**src/rtl/sign_narrow_8to5.sv**
```systemverilog
// sign_narrow_8to5: streaming 8-bit to 5-bit signed narrower.
// Each accepted byte is range-checked against the 5-bit signed range
// (-16..+15). Out-of-range values are clamped or wrapped, depending on
// SATURATE. The result is buffered in an output register (O) backed by a
// skid register (S), so the block sustains one item per clock under a
// registered in_ready. Overflow statistics are gathered at input accept.
module sign_narrow_8to5 #(
  parameter int SATURATE = 1,
  parameter int CNT_W    = 8
) (
  input  logic             clock,
  input  logic             reset,
  input  logic             clear,
  input  logic             in_valid,
  output logic             in_ready,
  input  logic [7:0]       in_data,
  output logic             out_valid,
  input  logic             out_ready,
  output logic [4:0]       out_data,
  output logic             out_ovf,
  output logic             ovf_sticky,
  output logic [CNT_W-1:0] ovf_count
);

  localparam logic [CNT_W-1:0] CNT_MAX = '1;

  logic             in_fits;
  logic             in_ovf;
  logic [4:0]       in_conv;
  logic             accept;
  logic             o_free;

  logic             s_valid;
  logic [4:0]       s_data;
  logic             s_ovf;

  logic             o_valid_d;
  logic [4:0]       o_data_d;
  logic             o_ovf_d;
  logic             s_valid_d;
  logic [4:0]       s_data_d;
  logic             s_ovf_d;
  logic             in_ready_d;
  logic             sticky_d;
  logic [CNT_W-1:0] count_d;

  assign accept = in_valid & in_ready;
  // O can take a new item when it is empty or is being drained this cycle.
  assign o_free = ~out_valid | out_ready;

  // Range check and conversion of the incoming byte.
  always_comb begin
    in_fits = (in_data[7:4] == 4'b0000) || (in_data[7:4] == 4'b1111);
    in_ovf  = ~in_fits;
    in_conv = in_data[4:0];
    if (in_ovf && (SATURATE != 0)) begin
      in_conv = in_data[7] ? 5'b10000 : 5'b01111;
    end
  end

  // Next-state of the O/S buffer pair; S always drains into O before new data.
  always_comb begin
    o_valid_d = out_valid;
    o_data_d  = out_data;
    o_ovf_d   = out_ovf;
    s_valid_d = s_valid;
    s_data_d  = s_data;
    s_ovf_d   = s_ovf;

    if (o_free) begin
      if (s_valid) begin
        o_valid_d = 1'b1;
        o_data_d  = s_data;
        o_ovf_d   = s_ovf;
        if (accept) begin
          s_valid_d = 1'b1;
          s_data_d  = in_conv;
          s_ovf_d   = in_ovf;
        end else begin
          s_valid_d = 1'b0;
        end
      end else if (accept) begin
        o_valid_d = 1'b1;
        o_data_d  = in_conv;
        o_ovf_d   = in_ovf;
      end else begin
        o_valid_d = 1'b0;
      end
    end else if (accept) begin
      s_valid_d = 1'b1;
      s_data_d  = in_conv;
      s_ovf_d   = in_ovf;
    end

    // Ready only while the skid slot will be free, so an accept never
    // finds both registers occupied.
    in_ready_d = ~s_valid_d;
  end

  // Overflow statistics; a clear coinciding with an overflow keeps that one.
  always_comb begin
    sticky_d = ovf_sticky;
    count_d  = ovf_count;
    if (clear) begin
      sticky_d = accept & in_ovf;
      count_d  = (accept & in_ovf) ? CNT_W'(1) : '0;
    end else if (accept && in_ovf) begin
      sticky_d = 1'b1;
      if (ovf_count != CNT_MAX) begin
        count_d = ovf_count + CNT_W'(1);
      end
    end
  end

  // State registers; reset empties both buffers and zeroes the statistics.
  always_ff @(posedge clock or posedge reset) begin
    if (reset) begin
      out_valid  <= 1'b0;
      out_data   <= '0;
      out_ovf    <= 1'b0;
      s_valid    <= 1'b0;
      s_data     <= '0;
      s_ovf      <= 1'b0;
      in_ready   <= 1'b1;
      ovf_sticky <= 1'b0;
      ovf_count  <= '0;
    end else begin
      out_valid  <= o_valid_d;
      out_data   <= o_data_d;
      out_ovf    <= o_ovf_d;
      s_valid    <= s_valid_d;
      s_data     <= s_data_d;
      s_ovf      <= s_ovf_d;
      in_ready   <= in_ready_d;
      ovf_sticky <= sticky_d;
      ovf_count  <= count_d;
    end
  end

endmodule

```
**config.mk**
```make
export PLATFORM = sky130hd
export DESIGN_NAME = sign_narrow_8to5
export DESIGN_NICKNAME = d
export VERILOG_FILES = /design/src/rtl/sign_narrow_8to5.sv
export SDC_FILE = /design/constraint.sdc
export NUM_CORES = 1
export LEC_CHECK = 0
export ABC_AREA = 1
export CAP_MARGIN = 10
export CORE_UTILIZATION = 40
export CTS_CLUSTER_SIZE = 16
export DETAILED_ROUTE_END_ITERATION = 7
export PLACE_DENSITY_LB_ADDON = 0.15
export SLEW_MARGIN = 15
export SYNTH_ARGS = -nofsm -noshare
export SYNTH_HDL_FRONTEND = slang
export SYNTH_SLANG_ARGS = --single-unit
export TNS_END_PERCENT = 100
```
**constraint.sdc**
```tcl
create_clock -name clock -period 1.55 [get_ports clock]
set_input_delay 0.2325 -clock clock [delete_from_list [all_inputs] [get_ports clock]]
set_output_delay 0.2325 -clock clock [all_outputs]
set_load 0.03 [all_outputs]
```
# After elaboration in Yosys (flattened, before gate mapping)
# Index checks and enable logic that the tools add are counted.
[op_classes]
n_bitwise = 6
n_addsub = 1
mux = 23
reduce_logical = 8
n_eq_ne = 3
[ops]
columns = ["operator", "count"]
rows = [
  ["two-way mux 5 bit", 7],
  ["two-way mux 8 bit", 3],
  ["two-way mux 1 bit", 13],
  ["adder 8 x 1 -> 8 bit (second input constant)", 1],
  ["!= test 8 bit (second input constant)", 1],
  ["nonzero test 2 bit", 3],
  ["equality test 4 bit (second input constant)", 1],
  ["logical NOT 4 bit", 1],
  ["AND reduction 2 bit", 2],
  ["NOT 1 bit", 3],
  ["bitwise AND 1 bit", 2],
  ["!= test 2 x 1 -> 1 bit (second input constant)", 1],
  ["logical AND 1 bit", 1],
  ["logical OR 1 bit", 1],
  ["OR 1 bit", 1],
]
[word_totals]
wordCells = 50
in_bits = 13
output_inout_bits = 17
ff_bits = 24

# Logic depth before layout (Yosys ltp)
[depth]
ltp_word = 6
ltp_mapped = 8
mapped_depth_nobuf = 8

# Least setup slack after synthesis
# No wires, ideal clock.
[synth_path]
kind = "reg-to-reg"
from = "register ovf_count[0]"
to = "register ovf_count[5]"
path_stages_with_launch = 9
period_less_slack_ps = 1492
setup_ps = 118
path_buffers = 0
t_arrival_ps = 1374
path_slack_ps = 58
required_ps = 1432
cell_sequence = "dfrtp_1 ha_1 nand2_1 nor2_2 nand2_1 nand3_4 nand2_4 nand2_1 nand2_1"
[synth_between]
elab_chain_cells = 4
elab_cells_between_ends = 7
cone_classes = "1 x add/sub; 1 x eq/ne; 3 x mux; 2 x reduce/logical"
[synth_rtl]
columns = ["item", "line", "source"]
rows = [
  ["start, declared", "22", "output logic [CNT_W-1:0] ovf_count"],
  ["start signal, assigned", "136", "ovf_count <= count_d;"],
  ["adder 8 x 1 -> 8 bit", "110", "count_d = ovf_count + CNT_W'(1);"],
  ["two-way mux 8 bit", "109", "if (ovf_count != CNT_MAX) begin"],
  ["two-way mux 8 bit", "107", "end else if (accept && in_ovf) begin"],
  ["two-way mux 8 bit", "104", "if (clear) begin"],
]
# Several ways; a longest one is shown, not always the timed one. The select of a mux whose other input is x is not followed.
# A chain may end at the register's enable or synchronous reset.

# Worst setup path in the final report
[layout_path]
from = "register in_ready"
to = "output in_ready"
[layout_lines]
columns = ["item", "line", "source"]
rows = [
  ["start, declared", "15", "output logic in_ready,"],
  ["start signal, assigned", "134", "in_ready <= in_ready_d;"],
]
# No word-level cell between the ends.

==> results by group <==
Yosys
  • Area contributors post-synth: sky130_fd_sc_hd__dfrtp_1, sky130_fd_sc_hd__nand2_1, sky130_fd_sc_hd__nand3_1
  • Synthesized instance count: 173
  • Post-synth top area share: 43.40%
  • #FFs+latches synth: 24
  • Top_reg_cell synth: sky130_fd_sc_hd__dfrtp_1
  • Async set or reset register ratio after synthesis: 100.0%
  • Post-synth net total: 187
  • Post-synth EDFFs: 0
  • Part of the Yosys area used for sequential elements: 45.38%
  • Post-synth top cells: sky130_fd_sc_hd__nand2_1, sky130_fd_sc_hd__dfrtp_1, sky130_fd_sc_hd__nand3_1
  • Most common cell in the netlist: sky130_fd_sc_hd__nand2_1
  • Cell variety after synth: 26
  • Synthesized area: 1326 µm²
  • YS warnings: 0
  • Largest area contributor in the synthesized netlist: sky130_fd_sc_hd__dfrtp_1
  • Post-synthesis average cell area: 7.666 µm²

Worst setup path
  • Crit. path cell count: 1
  • Largest fanout of any net on the critical path: 2
  • Crit path kind: flop to output pin
  • Count of cells along the worst register-to-register path: 6
  • CP endpoint kind: output pin
  • Cell Chain, Critical Path: dlygate4sd2_1
  • Worst setup SP type: flop
  • Master of the slowest instance on the critical path: sky130_fd_sc_hd__dfstp_2
  • Cell family contributing the most delay on the critical path: flip-flops
  • CP arrival: 1250 ps
  • CP max stage delay: 550 ps
  • Critical path required time: 1320 ps
  • Buf+Inv Stages, Crit Path: 1

Clocking
  • CTS clock-pin slew for the worst setup and hold paths: 140 ps
  • Clk Latency, worst-skew pair: 320 ps
  • Deepest level of the CTS H-tree: 1
  • Number of sinks on the clock net: 24
  • Number of buffers inserted during clock tree synthesis: 3
  • Clock tree from TritonCTS: done
  • Maximum clock path buffer count: 2
  • Buffer type at the clock tree root: sky130_fd_sc_hd__clkbuf_4

Detailed routing
  • Initial detailed-routing violation count: 42
  • Via/cell ratio: 4.825
  • Wire per inst: 11.02 µm
  • Post-detailed-routing wire length: 2832 µm
  • Post-route DRC: 0
  • Number of optimization iterations in the first detailed-route pass: 4
  • Final antenna-violating net count: 0
  • Via total after detailed routing: 1240

Timing
  • Transition time at the pin with the least slew margin: 363.9 ps
  • Endpoints failing hold: 0
  • Final Max Tran Viols: 0
  • Final Cycle Share: 95.63%
  • Relative slew slack: 75.71%
  • RSZ-0062 raised after global routing: no
  • Post-layout min period: 1482 ps
  • Setup violations, final: 0
  • Setup TNS Final: 0 ps
  • Clock Skew: 11.25 ps
  • Max Clock Freq: 0.6747 GHz

Global route
  • GR peak layer: met2
  • Total global routing track utilization: 18.80%
  • Number of antenna violations at the first check in global routing: 0
  • Overflow left after global routing: 0
  • Vias in the first global route: 1147
  • Global-route wire length before repair: 4961 µm
  • Pin count of the biggest net entering global routing: 25
  • Global-route track usage on met1: 27.08%
  • Met3 demand-to-capacity share in global routing: 1.965%
  • M2 GR Usage: 29.70%

Placed design
  • # port buffers: 29
  • Number of cells in the design after placement: 250
  • Global placer's final weighted congestion: 0.8500
  • Area of placed instances: 1707 µm²
  • Detailed Place HPWL: 2153 µm

Run
  • Total of max-cap violations: 0

Power and ir drop
  • Lkg Pwr: 0.8871 nW
  • Total power divided by cell area: 1439 nW/µm²
  • Largest vdd supply drop: 0.0006530 V

Die
  • Area of the core: 3103 µm²
  • Row count: 20
  • Die width: 59.58 µm
  • Initial Util: 42.74%
  • Die area: 3550 µm²
  • Top Ports: 30
  • Die Y: 59.58 µm

Final layout
  • Final nets: 228
  • Area of all placed cells without fillers: 1734 µm²
  • Area growth syn-to-layout: 30.75%
  • Share of post-route cells with drive strength above 1: 14.55%
  • Diode insertion count for antenna repair: 0
  • Number of non-filler instances in the completed layout: 257
  • Final core utilization: 55.89%

Hold path
  • Worst Hold Class: input pin to asynchronous set/reset pin

Outcome
  • Result of the run: finished, final reports clean
where the power goes:
group,internal [mW],switching (mW),leakage [nW]
clock network,0.101,0.190,0.0150
registers,0.852,0.119,0.300
logic,0.426,0.807,0.572
metrics by stage:
step,hold slack (ps),power [mW],setup WS [ps]
after floorplan,246.4,1.830,58.46
after global placement,464.3,2.253,40.26
after detailed placement,466.7,2.282,-19.84
after CTS,257.1,2.478,54.86
after global routing,270.4,2.692,19.78
final,244.2,2.495,67.80
metal layers:
metal / wire [µm] / share of wire [%]
met1: 1412 / 50
met2: 1264 / 45
met3: 125 / 4.4
met4: 29 / 1.0
met5: 0 / 0
sequential cells by signal, summed over array words and instances, names as in the netlist:
name        flops
out_ovf         1
s_data          5
ovf_sticky      1
in_ready        1
out_valid       1
s_valid         1
ovf_count       8
s_ovf           1
out_data        5
cell families (layout without fill, tap and decap cells):
| logic type | count (synthesis) | count (layout) | share of synthesized area, % |
|---|---|---|---|
| simple gates | 100 | 100 | 33.49 |
| flops | 24 | 24 | 45.38 |
| buf+inv | 24 | 64 | 7.736 |
| compound gates | 22 | 22 | 11.13 |
| xor+xnor | 2 | 2 | 1.321 |
| fa+ha+maj | 1 | 1 | 0.9432 |
final timing paths:
kind                                end         start  slack (ps)
max in group asynchronous      in_ready         reset        1010
hold / removal                  s_valid         reset         240
min in group clock          out_data[0]   out_data[0]         490
setup reg to reg           ovf_count[1]  ovf_count[1]         130
hold reg to reg             out_data[0]   out_data[0]         490
setup / recovery               in_ready      in_ready          70
repair_timing:
action / CTS / global route
hold buffers: 0 / 0
setup endpoints to repair: 17 / 8
endpoints found under the hold margin: 0 / 0
gates resized for setup: 17 / 0
buffers inserted: 0 / 3
final cells by class:
type / instances / area (µm²)
Clock buffer: 4 / 26.28
Fill cell: 336 / 1369
Timing Repair Buffer: 38 / 336.6
Tap cell: 44 / 55.05
Multi-Input combinational cell: 125 / 621.8
Inverter: 22 / 92.59
Sequential cell: 24 / 601.8
cells in the final DEF, fill, tap and decap left out, drive strengths merged:
master / n
xor2: 1
a21oi: 7
nand3: 22
nor2: 15
buf: 9
o21bai: 1
a31oi: 1
o21ai: 13
clkbuf: 4
clkinv: 1
clkdlybuf4s50: 12
nand2: 61
inv: 21
dfrtp: 23
xnor2: 1
nand4: 1
ha: 1
dlygate4sd2: 17
nor3b: 1
dfstp: 1
(Power assumes the default switching activity.)
